==> src/rtl/alu_seq.sv <==
//------------------------------------------------------------------------------
// Module   : alu_seq
// Purpose  : Handshaked LC-3b style ALU with iterative shift-add multiply,
//            registered result and zero/positive/negative/carry flags.
// Revision : 1.0 - initial release
//------------------------------------------------------------------------------
`timescale 1ns/1ps
`default_nettype none

module alu_seq #(
    parameter  int WIDTH = 16,
    localparam int SHW   = $clog2(WIDTH)
) (
    input  logic             clk,
    input  logic             rst_n,
    input  logic             in_valid,
    output logic             in_ready,
    input  logic [WIDTH-1:0] in1,
    input  logic [WIDTH-1:0] in2,
    input  logic [2:0]       op,
    input  logic [SHW-1:0]   shift,
    output logic             out_valid,
    input  logic             out_ready,
    output logic [WIDTH-1:0] out,
    output logic             zero,
    output logic             positive,
    output logic             negative,
    output logic             carry
);

    localparam logic [1:0] S_IDLE = 2'd0;
    localparam logic [1:0] S_BUSY = 2'd1;
    localparam logic [1:0] S_DONE = 2'd2;

    localparam logic [2:0] OP_ADD   = 3'd0;
    localparam logic [2:0] OP_AND   = 3'd1;
    localparam logic [2:0] OP_NOT   = 3'd2;
    localparam logic [2:0] OP_XOR   = 3'd3;
    localparam logic [2:0] OP_LSHF  = 3'd4;
    localparam logic [2:0] OP_RSHFA = 3'd5;
    localparam logic [2:0] OP_RSHFL = 3'd6;
    localparam logic [2:0] OP_MUL   = 3'd7;

    localparam logic [SHW:0] CNT_INIT = (SHW+1)'(WIDTH);
    localparam logic [SHW:0] CNT_ONE  = (SHW+1)'(1);

    logic [1:0]           state;
    logic [1:0]           state_nxt;
    logic                 accept;
    logic [2*WIDTH-1:0]   mcand;
    logic [2*WIDTH-1:0]   acc;
    logic [2*WIDTH-1:0]   acc_step;
    logic [WIDTH-1:0]     mplier;
    logic [SHW:0]         cnt;
    logic                 mul_last;
    logic signed [WIDTH-1:0] in1_s;
    logic [WIDTH:0]       alu_res;
    logic                 load_res;
    logic [WIDTH-1:0]     res_val;
    logic                 res_carry;

    assign accept   = in_valid && in_ready;
    assign mul_last = (cnt == CNT_ONE);
    assign in1_s    = in1;
    assign acc_step = mplier[0] ? (acc + mcand) : acc;

    // State register
    always_ff @(posedge clk) begin
        if (!rst_n) begin
            state <= S_IDLE;
        end else begin
            state <= state_nxt;
        end
    end

    // Next-state logic
    always_comb begin
        state_nxt = state;
        case (state)
            S_IDLE: begin
                if (accept) begin
                    state_nxt = (op == OP_MUL) ? S_BUSY : S_DONE;
                end
            end
            S_BUSY: begin
                if (mul_last) begin
                    state_nxt = S_DONE;
                end
            end
            S_DONE: begin
                if (out_ready) begin
                    if (accept) begin
                        state_nxt = (op == OP_MUL) ? S_BUSY : S_DONE;
                    end else begin
                        state_nxt = S_IDLE;
                    end
                end
            end
            default: state_nxt = S_IDLE;
        endcase
    end

    // Handshake outputs depend on state and out_ready only
    always_comb begin
        in_ready  = (state == S_IDLE) || ((state == S_DONE) && out_ready);
        out_valid = (state == S_DONE);
    end

    // Single-cycle ops; bit WIDTH carries the ADD carry-out
    always_comb begin
        alu_res = '0;
        case (op)
            OP_ADD:   alu_res = {1'b0, in1} + {1'b0, in2};
            OP_AND:   alu_res = {1'b0, in1 & in2};
            OP_NOT:   alu_res = {1'b0, ~in1};
            OP_XOR:   alu_res = {1'b0, in1 ^ in2};
            OP_LSHF:  alu_res = {1'b0, in1 << shift};
            OP_RSHFA: alu_res = {1'b0, in1_s >>> shift};
            OP_RSHFL: alu_res = {1'b0, in1 >> shift};
            default:  alu_res = '0;
        endcase
    end

    always_comb begin
        load_res  = (accept && (op != OP_MUL)) || ((state == S_BUSY) && mul_last);
        res_val   = (state == S_BUSY) ? acc_step[WIDTH-1:0] : alu_res[WIDTH-1:0];
        res_carry = (state == S_BUSY) ? (|acc_step[2*WIDTH-1:WIDTH]) : alu_res[WIDTH];
    end

    // Multiplier iteration and result/flag registers
    always_ff @(posedge clk) begin
        if (!rst_n) begin
            mcand    <= '0;
            acc      <= '0;
            mplier   <= '0;
            cnt      <= '0;
            out      <= '0;
            zero     <= 1'b0;
            positive <= 1'b0;
            negative <= 1'b0;
            carry    <= 1'b0;
        end else begin
            if (accept && (op == OP_MUL)) begin
                mcand  <= {{WIDTH{1'b0}}, in1};
                mplier <= in2;
                acc    <= '0;
                cnt    <= CNT_INIT;
            end else if (state == S_BUSY) begin
                acc    <= acc_step;
                mcand  <= mcand << 1;
                mplier <= mplier >> 1;
                cnt    <= cnt - CNT_ONE;
            end
            if (load_res) begin
                out      <= res_val;
                zero     <= (res_val == '0);
                positive <= (res_val != '0) && !res_val[WIDTH-1];
                negative <= res_val[WIDTH-1];
                carry    <= res_carry;
            end
        end
    end

endmodule

`default_nettype wire

==> config.mk <==
export PLATFORM = sky130hd
export DESIGN_NAME = alu_seq
export DESIGN_NICKNAME = d
export VERILOG_FILES = /design/src/rtl/alu_seq.sv
export SDC_FILE = /design/constraint.sdc
export NUM_CORES = 1
export LEC_CHECK = 0
export ABC_AREA = 1
export CAP_MARGIN = 10
export CORE_MARGIN = 2
export CORE_UTILIZATION = 45
export DETAILED_ROUTE_END_ITERATION = 12
export GPL_ROUTABILITY_DRIVEN = 0
export GPL_TIMING_DRIVEN = 0
export PLACE_DENSITY = 0.7
export SLEW_MARGIN = 20
export SYNTH_ARGS = -nofsm -noshare
export SYNTH_HDL_FRONTEND = slang
export SYNTH_SLANG_ARGS = --single-unit
==> constraint.sdc <==
create_clock -name clk -period 3.17 [get_ports clk]
set_input_delay 0.317 -clock clk [delete_from_list [all_inputs] [get_ports clk]]
set_output_delay 0.317 -clock clk [all_outputs]
set_load 0.005 [all_outputs]
==> results of run 1 <==
==> per-stage QoR <==
step	TNS, ns	instances	hold WS (ns)	worst slack, ns	util (%)
floorplan	0	1821	0.4410	0.8078	-
global placement	-0.6481	2163	0.4514	-0.3044	50.08
detailed placement	-1.191	2163	0.4681	-0.3279	50.08
CTS	0	2179	0.4789	0.03700	51.52
global route	-0.01839	2179	0.4376	-0.01839	51.59
finish	0	2179	0.4402	0.2277	51.59
==> area by class of cell <==
class	instances	area (um2)
fillers	2332	10530
multi-input cells	1404	6606
flip-flops and latches	106	2122
inverters	248	933.4
repair buffers	62	623.1
well taps	280	350.3
plain buffers	63	275.3
clock buffers	10	229.0
clock inverters	6	85.08
==> registers in the layout, summed over array words and instances (netlist names) <==
register / flops
carry: 1
mcand: 32
out: 16
positive: 1
zero: 1
cnt: 5
state: 2
mplier: 16
acc: 32
==> report_power, final <==
part           internal (mW)  switching (mW)  leakage (nW)
Clock                  0.635           0.559         0.150
Combinational          0.319           0.584          4.74
Sequential              1.37          0.0319         0.860
Total                   2.33            1.17          5.75
==> repair_timing <==
action	4_1_cts	5_1_grt
setup buffers	0	0
resized for setup	0	9
setup endpoints to repair	0	7
==> cell families after synthesis <==
| logic type | count (synthesis) |
|---|---|
| xor gates and xnor gates | 12 |
| DFF | 106 |
| and+or+nand+nor | 1130 |
| AOI/OAI and AO/OA | 211 |
| adders and majority gates | 51 |
| buffers and inverters | 311 |
==> metal layers <==
metal  GRT usage [%]  vias up
met1           43.89     5345
met4           9.568        0
met3           6.997       79
li1                -     5908
met5               0        -
met2           41.59      577
==> path summary, 6_finish.rpt <==
kind | from | endpoint | slack, ns | cells past startpoint
setup / recovery | mcand[0]$_SDFFE_PN0P_ | positive$_SDFFE_PN0P_ | 0.23 | 17
hold / removal | in1[0] | mcand[0]$_SDFFE_PN0P_ | 0.44 | 3
setup reg to reg | mcand[0]$_SDFFE_PN0P_ | positive$_SDFFE_PN0P_ | 0.23 | 17
hold reg to reg | mplier[10]$_SDFFE_PN0P_ | mplier[10]$_SDFFE_PN0P_ | 0.48 | 2
==> cell usage in the layout (no fill, tap or decap), types with 44 or more instances in the layout <==
master           count
dfxtp_1            106
a21oi_1             82
inv_1              230
ha_1                48
nand3_1            177
clkbuf_1            44
o21ai_0             53
clkdlybuf4s50_1     61
nand2_1            720
nor2_1             173
==> worst min-delay path, stage by stage <==
cell and delay (ns):
dlymetal6s2s_1 0.24, nand2_1 0.12, a21oi_1 0.07
==> flow_summary.html, run 1 <==
<table>
<tr><th>Metric</th><th>Value</th></tr>
<tr><th colspan="2">Run status</th></tr>
<tr><td>Outcome</td><td>completed</td></tr>
<tr><th colspan="2">Logic synthesis</th></tr>
<tr><td>Mapped Area</td><td>9925 um2</td></tr>
<tr><td>Synth area leaders</td><td>nand2_1 (27%), dfxtp_1 (21%), nand3_1 (9.0%), inv_1 (8.7%), nor2_1 (6.5%)</td></tr>
<tr><td>Number of distinct standard cells referenced by the synthesized netlist</td><td>43</td></tr>
<tr><td>Share of synthesized registers carrying an async set or reset</td><td>0%</td></tr>
<tr><td>Leading post-synthesis cells by instance count</td><td>nand2_1 (720), inv_1 (230), nand3_1 (178)</td></tr>
<tr><td>Library cell occupying the most area in the post-synthesis netlist</td><td>nand2_1</td></tr>
<tr><td>Compound-cell area share of the yosys netlist</td><td>between 10% and 20%</td></tr>
<tr><td>Synth Area in XOR/XNOR</td><td>1.059%</td></tr>
<tr><td>Area share of the largest cell type after synthesis</td><td>27.23%</td></tr>
<tr><td>Share of cell area taken by muxes after synthesis</td><td>0%</td></tr>
<tr><td>Post-synth top flop</td><td>dfxtp_1</td></tr>
<tr><td>Mapped Cells</td><td>approximately 1800</td></tr>
<tr><td>Number of flops mapped to enable cells by yosys</td><td>0</td></tr>
<tr><td>Basic-gate share of the synthesized area counting and, or, nand and nor cells</td><td>46.81%</td></tr>
<tr><td>Combinational family with the most area after synthesis</td><td>simple AND/OR/NAND/NOR gates</td></tr>
<tr><td>Post-Synth Adder-Cell Area</td><td>6.581%</td></tr>
<tr><td>Share of synthesized area occupied by flip-flops and latches</td><td>21.38%</td></tr>
<tr><td>Mapped Avg Cell Area</td><td>between 5 and 6 um2</td></tr>
<tr><td>Yosys warns</td><td>0</td></tr>
<tr><td>Register bit count reported by yosys</td><td>around 110</td></tr>
<tr><td>Post-synth net total</td><td>1915</td></tr>
<tr><td>Leading cell type by number of instances after synthesis</td><td>nand2_1</td></tr>
<tr><th colspan="2">STA</th></tr>
<tr><td>Transition time at the pin with the least slew margin</td><td>0.9010 ns</td></tr>
<tr><td>Final min period</td><td>2.942 ns</td></tr>
<tr><td>Achievable clock frequency</td><td>0.3399 GHz</td></tr>
<tr><td>Max-slew headroom</td><td>39.47%</td></tr>
<tr><td>Total count of max-transition violations in the final report</td><td>0</td></tr>
<tr><td>Worst clock skew on the final layout</td><td>0.009659 ns</td></tr>
<tr><td>Setup-violating endpoint count in the final report</td><td>0</td></tr>
<tr><td>Final worst path period share</td><td>92.82%</td></tr>
<tr><td>Hold violation count in the final report</td><td>0</td></tr>
<tr><th colspan="2">Setup path</th></tr>
<tr><td>Critical Path Start Type</td><td>flop</td></tr>
<tr><td>Type of the worst setup path</td><td>flop to flop</td></tr>
<tr><td>Library cell contributing the largest single delay on the critical path</td><td>fa_1</td></tr>
<tr><td>Worst endpoint required time</td><td>3.40 ns</td></tr>
<tr><td>Crit-path leading delay family</td><td>simple AND/OR/NAND/NOR gates</td></tr>
<tr><td>Number of buffer and inverter instances along the worst setup path</td><td>3</td></tr>
<tr><td>Largest fanout on the critical path</td><td>4</td></tr>
<tr><td>Largest stage delay on the critical path</td><td>0.41 ns</td></tr>
<tr><td>Critical path capture point type</td><td>flop</td></tr>
<tr><td>Arrival time of the worst setup path</td><td>roughly 3.2 ns</td></tr>
<tr><td>List of cells traversed by the critical path</td><td>ha_1 -&gt; inv_1 -&gt; fa_1 -&gt; inv_1 -&gt; nand3_1 -&gt; nand3_1 -&gt; nand2_1 -&gt; nand3_2 -&gt; nor2_1 -&gt; o21ai_0 -&gt; inv_1 -&gt; a21oi_2 -&gt; nand2_1 -&gt; nor2_1 -&gt; nand3_2 -&gt; nand2_1 -&gt; a21oi_1</td></tr>
<tr><th colspan="2">GRT</th></tr>
<tr><td>Number of antenna violations at the first check in global routing</td><td>0</td></tr>
<tr><td>Overall overflow remaining after global route</td><td>0</td></tr>
<tr><td>Number of global-route vias before repair</td><td>about 11000</td></tr>
<tr><td>Pin count of the biggest net entering global routing</td><td>20</td></tr>
<tr><td>First-pass GRT wire length</td><td>roughly 56000 um</td></tr>
<tr><td>GRT Total Usage</td><td>approximately 29%</td></tr>
<tr><th colspan="2">Floorplan</th></tr>
<tr><td>Core region area</td><td>between 20000 and 25000 um2</td></tr>
<tr><td>Starting utilization of the core area</td><td>45.62%</td></tr>
<tr><td>Count of pins on the block boundary</td><td>65</td></tr>
<tr><td>Number of cell rows</td><td>54</td></tr>
<tr><td>Die height</td><td>152.5 um</td></tr>
<tr><td>Die footprint</td><td>between 20000 and 25000 um2</td></tr>
<tr><td>X dimension of the die</td><td>152.5 um</td></tr>
<tr><th colspan="2">Run</th></tr>
<tr><td>Max-cap violations</td><td>0</td></tr>
<tr><th colspan="2">Detailed routing</th></tr>
<tr><td>Count of unresolved DRC violations after routing</td><td>0</td></tr>
<tr><td>Final antenna-violating net count</td><td>0</td></tr>
<tr><td>Total Routed Length</td><td>34770 um</td></tr>
<tr><td>Met2 WL post-DR</td><td>around 14000 um</td></tr>
<tr><td>Routed length on met1</td><td>16210 um</td></tr>
<tr><td>Uppermost layer routed</td><td>met4</td></tr>
<tr><td>First-pass DRT Iterations</td><td>6</td></tr>
<tr><td>Wire length on met3</td><td>3904 um</td></tr>
<tr><td>Average via count per standard cell</td><td>5.465</td></tr>
<tr><td>Routed wirelength normalized by instance count</td><td>15.96 um</td></tr>
<tr><td>Iteration-0 DRC count of the detailed router</td><td>1302</td></tr>
<tr><td>Via count</td><td>~12000</td></tr>
<tr><th colspan="2">Finish</th></tr>
<tr><td>Number of nets in the layout</td><td>1988</td></tr>
<tr><td>Layout cells sized above 1</td><td>3.528%</td></tr>
<tr><td>Growth of design area from synthesis to finish</td><td>13.10%</td></tr>
<tr><td>Number of diodes</td><td>0</td></tr>
<tr><td>Post-Layout Inst Area</td><td>11220 um2</td></tr>
<tr><th colspan="2">Min path</th></tr>
<tr><td>Class of the worst hold path</td><td>primary input to flop</td></tr>
<tr><th colspan="2">Placement</th></tr>
<tr><td>IO Port Bufs</td><td>62</td></tr>
<tr><td>Detailed Place HPWL</td><td>28250 um</td></tr>
<tr><td>Cell area after placement</td><td>roughly 11000 um2</td></tr>
<tr><th colspan="2">Clock network</th></tr>
<tr><td>CTS tree</td><td>done</td></tr>
<tr><td>Number of buffers created by CTS</td><td>9</td></tr>
<tr><td>Clock buffer depth</td><td>2</td></tr>
<tr><td>Num Clock Sinks</td><td>106</td></tr>
<tr><td>Clock Latency Late Sink</td><td>~0.36 ns</td></tr>
<tr><td>CTS clk-pin slew, worst paths</td><td>~0.08 ns</td></tr>
<tr><td>CTS H-Tree Depth</td><td>3</td></tr>
<tr><td>Cell at the root of the clock tree</td><td>clkbuf_16</td></tr>
<tr><td>Hold-fix buffers, CTS</td><td>0</td></tr>
<tr><th colspan="2">Power</th></tr>
<tr><td>Worst vdd rail ir drop</td><td>0.3819 mV</td></tr>
<tr><td>Power after layout</td><td>around 3.5 mW</td></tr>
<tr><td>Power density over cell area</td><td>312.0 nW/um2</td></tr>
<tr><td>Leakage</td><td>roughly 5.7 nW</td></tr>
</table>
Note: power is estimated with default switching activity, not from simulation.
==> run 2, diff against run 1 <==
--- a/config.mk
+++ b/config.mk
@@ -6,7 +6,6 @@
 export NUM_CORES = 1
 export LEC_CHECK = 0
 export ABC_AREA = 1
-export CAP_MARGIN = 10
 export CORE_MARGIN = 2
 export CORE_UTILIZATION = 45
 export DETAILED_ROUTE_END_ITERATION = 12
==> results of run 2 <==
Same layout as run 1: the final DEF is identical, and so are final timing and power.
